<file path="config.mk">
export PLATFORM = sky130hd
export DESIGN_NAME = jtcop_gfx_arb
export DESIGN_NICKNAME = d
export VERILOG_FILES = /design/src/rtl/jtcop_pkg.sv /design/src/rtl/jtcop_gfx_arb_slot.sv /design/src/rtl/jtcop_gfx_arb.sv
export SDC_FILE = /design/constraint.sdc
export NUM_CORES = 1
export LEC_CHECK = 0
export CAP_MARGIN = 40
export CELL_PAD_IN_SITES_DETAIL_PLACEMENT = 0
export CELL_PAD_IN_SITES_GLOBAL_PLACEMENT = 1
export CORE_UTILIZATION = 42
export DETAILED_ROUTE_END_ITERATION = 7
export HOLD_SLACK_MARGIN = 0.12
export PLACE_DENSITY_LB_ADDON = 0.1
export RECOVER_POWER = 100
export REMOVE_ABC_BUFFERS = 1
export SKIP_CTS_REPAIR_TIMING = 1
export SYNTH_ARGS = -nofsm -noshare
export SYNTH_HDL_FRONTEND = slang
export SYNTH_SLANG_ARGS = --single-unit
</file>
<file path="constraint.sdc">
create_clock -name clk -period 4.4 [get_ports clk]
set_input_delay 0.88 -clock clk [delete_from_list [all_inputs] [get_ports clk]]
set_output_delay 0.88 -clock clk [all_outputs]
set_load 0.02 [all_outputs]
</file>
<file path="src/rtl/jtcop_pkg.sv">
// Shared definitions for the graphics ROM arbiter: requester ids, FSM states, pick helper.
// Latency: n/a (package only).
// Backpressure: n/a (package only).
package jtcop_pkg;

    localparam int NUM_REQ = 4;

    localparam logic [1:0] BA0_ID = 2'd0;
    localparam logic [1:0] BA1_ID = 2'd1;
    localparam logic [1:0] BA2_ID = 2'd2;
    localparam logic [1:0] OBJ_ID = 2'd3;

    typedef enum logic {
        IDLE = 1'b0,
        WAIT = 1'b1
    } arb_state_t;

    // First pending index at or after rr, wrapping 3->0. Scanning from the
    // farthest offset down leaves the nearest pending index as the result.
    function automatic logic [1:0] rr_pick(input logic [3:0] pend, input logic [1:0] rr);
        logic [1:0] idx;
        rr_pick = rr;
        for (int k = NUM_REQ - 1; k >= 0; k--) begin
            idx = rr + 2'(k);
            if (pend[idx]) rr_pick = idx;
        end
    endfunction

endpackage

</file>
<file path="src/rtl/jtcop_gfx_arb_slot.sv">
// One requester's single-entry result store: last fetched tag/data plus valid, ok/pend.
// Latency: ok is combinational on cs/addr; a load is visible the cycle after the strobe.
// Backpressure: none; pend stays high until a matching fetch lands.
//
// Ports: cs/addr from the requester; load/load_addr/load_data from the arbiter
// when a fetch for this requester completes; ok/pend/dat back out.
module jtcop_gfx_arb_slot #(
    parameter int AW = 17,
    parameter int DW = 32
) (
    input  logic          clk,
    input  logic          rst_n,
    input  logic          cs,
    input  logic [AW-1:0] addr,
    input  logic          load,
    input  logic [AW-1:0] load_addr,
    input  logic [DW-1:0] load_data,
    output logic          ok,
    output logic          pend,
    output logic [DW-1:0] dat
);

    logic [AW-1:0] tag;
    logic          vld;

    always_ff @(posedge clk or negedge rst_n) begin
        if (!rst_n) begin
            tag <= '0;
            dat <= '0;
            vld <= 1'b0;
        end else if (load) begin
            tag <= load_addr;
            dat <= load_data;
            vld <= 1'b1;
        end
    end

    // An address change or a dropped cs kills ok in the same cycle.
    assign ok   = cs & vld & (addr == tag);
    assign pend = cs & ~ok;

endmodule

</file>
<file path="src/rtl/jtcop_gfx_arb.sv">
// Shares one SDRAM read port among the ba0/ba1/ba2/obj graphics ROM requesters.
// Latency: mem_cs one cycle after pend rises; req_ok the cycle after mem_ok; 2 clocks minimum per access.
// Backpressure: requests queue as pend levels; mem_cs/mem_addr held until mem_ok, never withdrawn.
//
// Ports: req_cs/req_addr in, req_data (one DW slice per requester)/req_ok out,
// mem_cs/mem_addr={id,addr} out to SDRAM, mem_data/mem_ok pulse back.
module jtcop_gfx_arb
    import jtcop_pkg::*;
#(
    parameter int AW       = 17,
    parameter int DW       = 32,
    parameter int OBJ_PRIO = 0
) (
    input  logic              clk,
    input  logic              rst_n,
    input  logic [3:0]        req_cs,
    input  logic [4*AW-1:0]   req_addr,
    output logic [4*DW-1:0]   req_data,
    output logic [3:0]        req_ok,
    output logic              mem_cs,
    output logic [AW+1:0]     mem_addr,
    input  logic [DW-1:0]     mem_data,
    input  logic              mem_ok
);

    arb_state_t    state, state_nxt;
    logic [1:0]    rr, rr_nxt;
    logic [1:0]    cur, cur_nxt;
    logic [AW-1:0] cur_addr, cur_addr_nxt;
    logic          mem_cs_nxt;
    logic [AW+1:0] mem_addr_nxt;
    logic [1:0]    winner;

    logic [3:0]    pend;
    logic [3:0]    load;
    logic [AW-1:0] addr_arr [NUM_REQ];

    for (genvar i = 0; i < NUM_REQ; i++) begin : g_slot
        assign addr_arr[i] = req_addr[i*AW +: AW];
        assign load[i]     = (state == WAIT) && mem_ok && (cur == 2'(i));

        jtcop_gfx_arb_slot #(
            .AW (AW),
            .DW (DW)
        ) u_slot (
            .clk       (clk),
            .rst_n     (rst_n),
            .cs        (req_cs[i]),
            .addr      (addr_arr[i]),
            .load      (load[i]),
            .load_addr (cur_addr),
            .load_data (mem_data),
            .ok        (req_ok[i]),
            .pend      (pend[i]),
            .dat       (req_data[i*DW +: DW])
        );
    end

    always_ff @(posedge clk or negedge rst_n) begin
        if (!rst_n) begin
            state    <= IDLE;
            rr       <= 2'd0;
            cur      <= 2'd0;
            cur_addr <= '0;
            mem_cs   <= 1'b0;
            mem_addr <= '0;
        end else begin
            state    <= state_nxt;
            rr       <= rr_nxt;
            cur      <= cur_nxt;
            cur_addr <= cur_addr_nxt;
            mem_cs   <= mem_cs_nxt;
            mem_addr <= mem_addr_nxt;
        end
    end

    always_comb begin
        state_nxt    = state;
        rr_nxt       = rr;
        cur_nxt      = cur;
        cur_addr_nxt = cur_addr;
        mem_cs_nxt   = mem_cs;
        mem_addr_nxt = mem_addr;
        winner       = ((OBJ_PRIO != 0) && pend[OBJ_ID]) ? OBJ_ID : rr_pick(pend, rr);

        case (state)
            IDLE: begin
                if (|pend) begin
                    mem_cs_nxt   = 1'b1;
                    mem_addr_nxt = {winner, addr_arr[winner]};
                    cur_nxt      = winner;
                    cur_addr_nxt = addr_arr[winner];
                    state_nxt    = WAIT;
                end
            end
            WAIT: begin
                // The in-flight address is committed; a requester that moved on
                // simply sees a tag mismatch afterwards and pends again.
                if (mem_ok) begin
                    mem_cs_nxt = 1'b0;
                    rr_nxt     = cur + 2'd1;
                    state_nxt  = IDLE;
                end
            end
        endcase
    end

endmodule
</file>
* After elaboration in Yosys (flattened, before gate mapping) *
Index checks and enable logic that the tools add are counted.

operators by class
  reductions and logical operators = 10
  magnitude comparators = 5
  $add $sub $neg = 4
  shift operators = 0
  bitwise operators = 18
  muxes and demuxes = 21
  multiply operators = 0
  div/mod/pow operators = 0
  equal/unequal tests = 9

operators by type and width
  operator                                                                      count
  17-bit equality test                                                          4
  17-bit binary-select mux with 2-bit select                                    1
  17-bit two-way mux                                                            2
  1-bit bitwise AND                                                             12
  2-bit by 3-bit less-than comparator with 1-bit output, second input constant  4
  1-bit binary-select mux with 2-bit select                                     4
  1-bit two-way mux                                                             8
  2-bit two-way mux                                                             4
  2-bit AND reduction                                                           3
  1-bit logical AND                                                             5
  1-bit inverter                                                                5
  2-bit by 1-bit adder with 2-bit output, second input constant                 2
  2-bit adder, second input constant                                            2
  2-bit equality test, second input constant                                    2
  2-bit inequality test, second input constant                                  2
  1-bit one-hot mux with 2 select lines                                         2
  4-bit OR reduction                                                            1
  3-bit greater-or-equal comparator, second input constant                      1
  2-bit inverter with 3-bit output                                              1
  2-bit by 1-bit equality test with 1-bit output, second input constant         1
  2-bit logical NOT                                                             1

word-level totals
  word-level logic and storage cells = 85
  latch bits = 0
  output and inout bits = 152
  memories = 0
  input port bits = 107
  memory bits (writable) = 0
  bits in read-only memories = 0
  bits in registers = 242

* Logic depth before layout (Yosys ltp) *
Gate-level depths: netlist of run 1.

  depth in word-level cells = 14
  depth in mapped cells = 11
  gate-level depth less buffers = 9

* Hierarchy *
Synthesis of run 1 repeated with hierarchy kept, for this count alone.

second synthesis, totals
  cells, all modules = 682
  area, all modules = 9729.3 um2

by module, submodules not included
  module              instances  cells an instance  area each (um2)  sequential area each (um2)
  jtcop_gfx_arb_slot  4          131                2038.2           1251.2
  jtcop_gfx_arb       1          158                1576.5           575.6

* Worst setup path before layout of run 1 *
Ideal clock, no wire load.

  path kind = input-to-reg
  start point = in req_addr[16]
  end point = reg mem_addr[0]
  stages on the path = 10
  data required time = 4.262 ns
  arrival time = 3.006 ns
  slack = 1.256 ns
  library setup time = 0.138 ns
  path buffers = 2
  cells stage by stage = xor2_1 nor4_1 nand3_1 o41ai_4 o22ai_1 a222oi_1 buf_6 buf_12 mux2i_1 o221ai_1

on the way
  longest elaborated chain between the ends = 14
  elaborated cells between the ends (all ways) = 22
  those cells by class = eq/ne: 1; mux: 15; bitwise: 4; reduce/logical: 2

ends and longest elaborated chain
  element                                                 line                      text
  from (decl)                                             jtcop_gfx_arb.sv:17       input logic [4*AW-1:0] req_addr,
  17-bit equality test (*)                                jtcop_gfx_arb_slot.sv:39  assign ok = cs & vld & (addr == tag);
  1-bit bitwise AND (*)                                   jtcop_gfx_arb_slot.sv:39
  1-bit inverter (*)                                      jtcop_gfx_arb_slot.sv:40  assign pend = cs & ~ok;
  1-bit bitwise AND (*)                                   jtcop_gfx_arb_slot.sv:40
  1-bit binary-select mux with 2-bit select               jtcop_pkg.sv:25           if (pend[idx]) rr_pick = idx;
  1-bit two-way mux (not written as such)                 jtcop_pkg.sv:25
  2-bit two-way mux (4 in a row)                          jtcop_pkg.sv:25
  2-bit inverter with 3-bit output (not written as such)  jtcop_gfx_arb.sv:90       mem_addr_nxt = {winner, addr_arr[winner]};
  17-bit binary-select mux with 2-bit select              jtcop_gfx_arb.sv:90
  17-bit two-way mux (not written as such) (2 in a row)   jtcop_gfx_arb.sv:90
  to (signal assigned)                                    jtcop_gfx_arb.sv:73       mem_addr <= mem_addr_nxt;
  to (decl)                                               jtcop_gfx_arb.sv:21       output logic [AW+1:0] mem_addr,

Mark *: on every way between the ends. The rest lies on a longest branch, timed or not. The select of a mux whose other input is x is not followed.
A chain may end at the register's enable or synchronous reset.

* Worst setup path in the final report of run 1 *
  start point = in req_addr[42]
  end point = out req_ok[2]

on the way
  longest elaborated chain between the ends = 2

ends and longest elaborated chain
  element               line                      text
  17-bit equality test  jtcop_gfx_arb_slot.sv:39
  1-bit bitwise AND     jtcop_gfx_arb_slot.sv:39
  to (decl)             jtcop_gfx_arb.sv:19       output logic [3:0] req_ok,

No other way between the ends.

==> results of run 1 <==
-- power by group --
| group | switching (W) | internal [W] | leakage (nW) |
|---|---|---|---|
| clock network | 0.000794 | 0.00123 | 0.390 |
| logic | 0.00206 | 0.00212 | 2.81 |
| registers | 0.000620 | 0.00305 | 2.69 |
-- per-stage QoR --
step                utilization  worst slack, ns  instances
floorplan                     -            -2.15        631
global placement          0.559            0.244       1195
detailed placement        0.559            0.231       1195
CTS                       0.594            0.227       1239
global route              0.590           0.0302       1239
finish                    0.590            0.182       1239
-- layer usage --
layer	part of all wire	vias to the layer above
met4	0.017	0
met2	0.48	202
met3	0.082	32
li1	-	2908
met5	0	-
met1	0.42	3301
-- worst reg2reg max path, delay by kind of cell (launching register included) --
family / cells / cell delay [ns]
DFF: 1 / 0.38
xor gates and xnor gates: 1 / 0.17
AOI/OAI and AO/OA: 4 / 1.61
buffers and inverters: 2 / 0.54
and+or+nand+nor: 3 / 0.71
-- state kept, by name, indices dropped and copies added (netlist names) --
signal	flops
mem_addr	19
g_slot.u_slot.tag	68
g_slot.u_slot.dat	128
rr	2
g_slot.u_slot.vld	4
state	1
mem_cs	1
-- cell families (layout without fill, tap and decap cells) --
kind of cell,Yosys count,count (layout),synth area share
AO/OA/AOI/OAI,32,32,0.0303
multiplexers,231,231,0.266
adder cells (fa/ha/maj),4,4,0.00519
flip-flops,223,223,0.579
XOR/XNOR,68,68,0.0618
AND/OR/NAND/NOR,65,65,0.0335
buffers and inverters,43,331,0.0247
-- placed cells by master (no fill, tap or decap), drive strengths merged, types with 5 or more instances in the layout --
master	n
mux2i	34
xnor2	25
dlygate4sd3	152
inv	8
xor2	43
nor4	14
dfrtp	223
clkdlybuf4s50	105
nand4	7
nand2b	5
buf	13
o221ai	17
mux2	197
clkbuf	46
nand2	28
-- path summary, 6_finish.rpt --
check | to | from | cells past startpoint | slack (ns)
worst max-delay path | req_ok[2] | req_addr[42] | 7 | 0.18
worst min-delay path | g_slot[3].u_slot.vld$_DFFE_PN0P_ | g_slot[3].u_slot.vld$_DFFE_PN0P_ | 1 | 0.47
worst max register to register | mem_addr[6]$_DFFE_PN0P_ | g_slot[2].u_slot.tag[8]$_DFFE_PN0P_ | 10 | 0.83
worst min register to register | g_slot[3].u_slot.vld$_DFFE_PN0P_ | g_slot[3].u_slot.vld$_DFFE_PN0P_ | 1 | 0.47
max in group asynchronous | g_slot[3].u_slot.dat[11]$_DFFE_PN0P_ | rst_n | 2 | 0.82
min in group asynchronous | g_slot[2].u_slot.dat[7]$_DFFE_PN0P_ | rst_n | 1 | 1.28
-- layout make-up --
class                           instances  share of cell area
Sequential cell                       223               0.419
Multi-Input combinational cell        400               0.285
Timing Repair Buffer                  279               0.206
Clock buffer                           37              0.0534
Tap cell                              285              0.0268
Clock inverter                          7             0.00658
Inverter                                8             0.00226
==> flow_metrics.py, run 1 <==
metrics = {
    "outcome": {
        "outcome": "complete, but fails checks",
        "violations": "max-capacitance violations, max-slew violations",
    },
    "logic_synthesis": {
        "synth_most_common_cell": "dfrtp_1",
        "synthTopCellsByArea": "dfrtp_1 58%, mux2_2 23%, xor2_1 3.9%",
        "synth_warnings": 0,
        "synth_top_area_cell": "dfrtp_1",
        "ys_types": 31,
        "ys.flop_type": "dfrtp_1",
        "yosys.area.top_type_share": 0.579,
        "ys_seq_elements": 223,
        "syn_avg_cell_area_um2": 14.5,
        "async_reset_ff_frac": 1.00,
        "yosysSeqAreaShare": 0.579,
        "synth_edf_count": 0,
        "syn_inst": 666,
        "synthesis.area_mm2": 0.00964,
        "yosys-top-cells-count": "223 x dfrtp_1, 197 x mux2_2, 43 x xor2_1, 34 x mux2i_1, 28 x nand2_1",
    },
    "timing": {
        "final.setup.tns_ns": 0,
        "fin_crit_ns": 4.22,
        "setup_viol": 0,
        "final_max_slew_viol_count": 112,
        "worst_pin_slew_ns": 2.87,
        "whs_ns": 0.466,
        "skew_ns": 0.00923,
        "min_period_over_period": 0.959,
        "finalHoldViolCount": 0,
        "rsz0062_at_grt": "false",
        "timing.fmax_mhz": 237,
        "maxSlewHeadroom": -0.916,
    },
    "cts": {
        "clockBufferDepth": 3,
        "numCtsBuffers": 25,
        "cts_tree": "yes",
        "h-tree-depth": 1,
        "insertion_delay_ns": 0.51,
        "root_buffer": "clkbuf_16",
        "clock-sinks": 223,
        "clk_pin_slew_worst_paths_ns": 0.06,
    },
    "routing": {
        "wire_per_inst_um": 20.9,
        "ant_nets": 0,
        "drt_first_iter_violations": 162,
        "routed_wl_um": 25900,
        "route.vias.total": 6443,
        "viasPerCell": 5.20,
        "drt-pass1-iter-count": 4,
        "drc": 0,
    },
    "floorplanning": {
        "rows": 55,
        "die_x_um": 153,
        "core_area_mm2": 0.0226,
        "start_util": 0.427,
        "io_pins": 259,
        "dieArea_mm2": 0.0236,
        "die_height_um": 153,
    },
    "grt": {
        "grt_use_met2": 0.381,
        "met1_usage": 0.285,
        "antenna_found_initial": 0,
        "globalRouteOverflowTotal": 0,
        "grt_max_degree": 113,
        "grt_pass1_vias": 7285,
        "gr-usage-all-layers": 0.227,
        "grt.busiest_layer": "met2",
        "globalRouteMet3Util": 0.0723,
        "grt_pass1_wl_um": 41100,
    },
    "power_and_ir_drop": {
        "p_total_w": 0.00987,
        "power.leakage_nw": 5.90,
        "powerDensity_mw_per_mm2": 741,
        "ir_drop_v": 0.000411,
    },
    "cells_and_area": {
        "nNetsFinal": 1048,
        "drive_gt1_frac": 0.266,
        "area_growth_pct": 38.2,
        "fin_area_mm2": 0.0133,
        "num_antenna_cells": 0,
        "fillers": 1837,
        "multi_input_area_mm2": 0.00380,
        "regArea_mm2": 0.00558,
    },
    "place": {
        "place.gp.congestion": 0.820,
        "dp_hpwl_um": 18100,
        "placed_cell_area_mm2": 0.0126,
        "numPortBuffers": 258,
    },
    "critical_path": {
        "crit_type": "primary input to output port",
        "crit_path_max_fanout": 2,
        "crit_family": "buffers and inverters",
        "max_stage_delay_ns": 0.73,
        "critPathMostFrequentCell": "nor4_1",
        "crit_arrival_ns": 3.34,
        "startpoint_type": "primary input",
        "cp.required_ns": 3.52,
        "cp_slowest_cell": "dlygate4sd3_1",
        "cp.buffers_inverters": 3,
        "end_kind": "output port",
        "crit_chain": "clkdlybuf4s50_1 -> xor2_1 -> nor4_1 -> buf_4 -> nand3_1 -> nor4_1 -> dlygate4sd3_1",
    },
    "worst_hold_path": {
        "min_path_type": "flop to flop",
    },
    "flow_run": {
        "drv_cap": 1,
    },
}
Note: power is estimated with default switching activity, not from simulation.
==> run 2: changes to the inputs <==
--- a/config.mk
+++ b/config.mk
@@ -15,6 +15,7 @@
 export RECOVER_POWER = 100
 export REMOVE_ABC_BUFFERS = 1
 export SKIP_CTS_REPAIR_TIMING = 1
+export SLEW_MARGIN = 20
 export SYNTH_ARGS = -nofsm -noshare
 export SYNTH_HDL_FRONTEND = slang
 export SYNTH_SLANG_ARGS = --single-unit
==> results of run 2 <==
Final layout, timing and power as in run 1 (identical DEF).
==> run 3: changes to the inputs <==
--- a/config.mk
+++ b/config.mk
@@ -11,11 +11,9 @@
 export CORE_UTILIZATION = 42
 export DETAILED_ROUTE_END_ITERATION = 7
 export HOLD_SLACK_MARGIN = 0.12
-export PLACE_DENSITY_LB_ADDON = 0.1
+export PLACE_DENSITY = 0.81
 export RECOVER_POWER = 100
 export REMOVE_ABC_BUFFERS = 1
-export SKIP_CTS_REPAIR_TIMING = 1
-export SLEW_MARGIN = 20
 export SYNTH_ARGS = -nofsm -noshare
 export SYNTH_HDL_FRONTEND = slang
 export SYNTH_SLANG_ARGS = --single-unit
==> run 3 against run 2 <==
Against the previous run: count of clock-buffer cells in the layout stayed put; critical path depth increased by 1; combinational power about the same; flip-flop and latch count stayed put; the run still ends with max-capacitance violations, max-slew violations left; clock power is essentially flat; register-to-register slack better by 0.05 ns; highest routed layer unchanged; die area did not move; sequential share of layout area shrank 0.12 points; fmax down 1.0%.
==> flow_metrics.py, run 3 (synthesis gave the netlist of run 1 again) <==
metrics = {
    "outcome": {
        "outcome": "complete, but fails checks",
        "violations": "max-capacitance violations, max-slew violations",
    },
    "critical_path": {
        "reg2reg_to": "mem_addr[12]$_DFFE_PN0P_",
        "reg2reg_from": "g_slot[2].u_slot.tag[9]$_DFFE_PN0P_",
        "cp.required_ns": 3.52,
        "startpoint_type": "primary input",
        "crit_chain": "dlygate4sd3_1 -> xor2_1 -> nor4_1 -> buf_4 -> nand3_1 -> nor4_1 -> buf_4 -> clkdlybuf4s50_1",
        "crit_arrival_ns": 3.38,
        "r2r_setup_slack_ns": 0.88,
        "crit_type": "primary input to output port",
        "reg2reg_depth": 11,
        "crit_family": "buffers and inverters",
        "cp.buffers_inverters": 4,
        "max_stage_delay_ns": 0.60,
        "end_kind": "output port",
        "cp_slowest_cell": "dlygate4sd3_1",
        "crit_path_max_fanout": 2,
    },
    "routing": {
        "drt_first_iter_violations": 245,
        "wire_per_inst_um": 20.9,
        "drc": 0,
        "ant_nets": 0,
        "viasPerCell": 5.17,
        "route.vias.total": 6424,
        "drt-pass1-iter-count": 4,
        "routed_wl_um": 26000,
    },
    "timing": {
        "whs_ns": 0.471,
        "setup_ws_ns": 0.139,
        "final_max_slew_viol_count": 111,
        "worst_pin_slew_ns": 2.17,
        "finalHoldViolCount": 0,
        "rsz0062_at_grt": "false",
        "min_period_over_period": 0.968,
        "setup_viol": 0,
        "maxSlewHeadroom": -0.447,
        "skew_ns": 0.0142,
        "fin_crit_ns": 4.26,
        "timing.fmax_mhz": 235,
    },
    "cells_and_area": {
        "largest_reg_flops": 128,
        "nNetsFinal": 1050,
        "layout.cells.most_common": "dfrtp_1",
        "reg_top3": "g_slot.u_slot.dat (128), g_slot.u_slot.tag (68), mem_addr (19)",
        "area_growth_pct": 38.6,
        "multi_input_area_mm2": 0.00382,
        "num_antenna_cells": 0,
        "fillers": 1835,
        "drive_gt1_frac": 0.270,
        "final_cell_mix": "223 x dfrtp_1, 197 x mux2_2, 153 x dlygate4sd3_1",
        "regArea_mm2": 0.00558,
        "regMostFlops": "g_slot.u_slot.dat",
    },
    "cts": {
        "clock-sinks": 223,
        "h-tree-depth": 1,
        "cts-resized-gates": 0,
        "numCtsBuffers": 25,
        "cts_tree": "yes",
        "root_buffer": "clkbuf_16",
        "insertion_delay_ns": 0.52,
        "post-cts-setup-buffer-count": 0,
        "clockBufferDepth": 3,
        "cts.hold.buffers_added": 0,
        "clk_pin_slew_worst_paths_ns": 0.06,
    },
    "grt": {
        "antenna_found_initial": 0,
        "grt_pass1_wl_um": 40500,
        "grt_max_degree": 98,
        "gr-usage-all-layers": 0.223,
        "globalRouteOverflowTotal": 0,
        "grt_pass1_vias": 6972,
    },
    "floorplanning": {
        "die_x_um": 153,
        "core_area_mm2": 0.0226,
        "dieArea_mm2": 0.0236,
        "die_height_um": 153,
        "rows": 55,
        "start_util": 0.427,
        "io_pins": 259,
    },
    "worst_hold_path": {
        "min_path_type": "flop to flop",
        "min-delay-start": "g_slot[3].u_slot.vld$_DFFE_PN0P_",
        "hold_end": "g_slot[3].u_slot.vld$_DFFE_PN0P_",
        "hold-path-cell-count": 1,
    },
    "place": {
        "place.gp.congestion": 0.794,
        "dp_hpwl_um": 18100,
        "place_ws_ns": -0.00898,
        "numPortBuffers": 258,
    },
    "power_and_ir_drop": {
        "p_total_w": 0.00991,
        "powerDensity_mw_per_mm2": 742,
        "power.leakage_nw": 5.93,
        "ir_drop_v": 0.000460,
    },
    "flow_run": {
        "drv_cap": 2,
    },
}
[run 3: metal layers]
metal  global-route usage  part of all wire  vias up
met5                    0                 0        -
li1                     -                 -     2927
met3               0.0938              0.11       27
met1                0.282              0.41     3223
met2                0.357              0.46      247
met4               0.0481             0.015        0
[run 3: per-stage QoR]
stage / TNS (ns) / utilization / std cells / cell area, um2
after floorplan: -38.68 / - / 631 / 9430
after global placement: -0.0230 / 0.559 / 1197 / 12600
after detailed placement: -0.00898 / 0.559 / 1197 / 12600
after CTS: 0 / 0.595 / 1242 / 13400
after global routing: 0 / 0.592 / 1242 / 13400
final: 0 / 0.592 / 1242 / 13400
[run 3: worst max-delay path by stage]
stage / startpoint / endpoint / slack [ns] / cells past startpoint
2_1_floorplan: req_addr[16] / mem_addr[0]$_DFFE_PN0P_ / -2.15 / 8
3_3_place_gp: req_addr[41] / mem_addr[14]$_DFFE_PN0P_ / -0.02 / 13
3_5_place_dp: req_addr[41] / mem_addr[16]$_DFFE_PN0P_ / -0.009 / 13
4_1_cts: req_addr[41] / req_ok[2] / 0.01 / 7
5_1_grt: req_addr[43] / req_ok[2] / 0.04 / 8
6_report: req_addr[43] / req_ok[2] / 0.14 / 8
[run 3: where the power goes]
group	internal, W	leakage, nW	switching [W]
Sequential	0.00305	2.69	0.000623
Clock	0.00122	0.406	0.000817
Combinational	0.00212	2.83	0.00208
Total	0.00639	5.93	0.00352
[run 3: layout make-up]
| type | count | area share |
|---|---|---|
| clock buffers | 37 | 0.0555 |
| flip-flops and latches | 223 | 0.418 |
| well taps | 285 | 0.0267 |
| repair buffers | 281 | 0.206 |
| multi-input cells | 400 | 0.286 |
| inverters | 8 | 0.00225 |
| clock inverters | 8 | 0.00515 |
[run 3: worst reg2reg max path, stage by stage, from the launching register on]
cell      delay, ns
dfrtp_1        0.39
xor2_1         0.19
nor4_1         0.27
buf_4          0.16
nand3_1        0.11
clkbuf_1       0.16
o41ai_4        0.44
o21ai_0        0.24
o21ai_0        0.54
or2_1          0.23
buf_2          0.42
o221ai_1       0.21
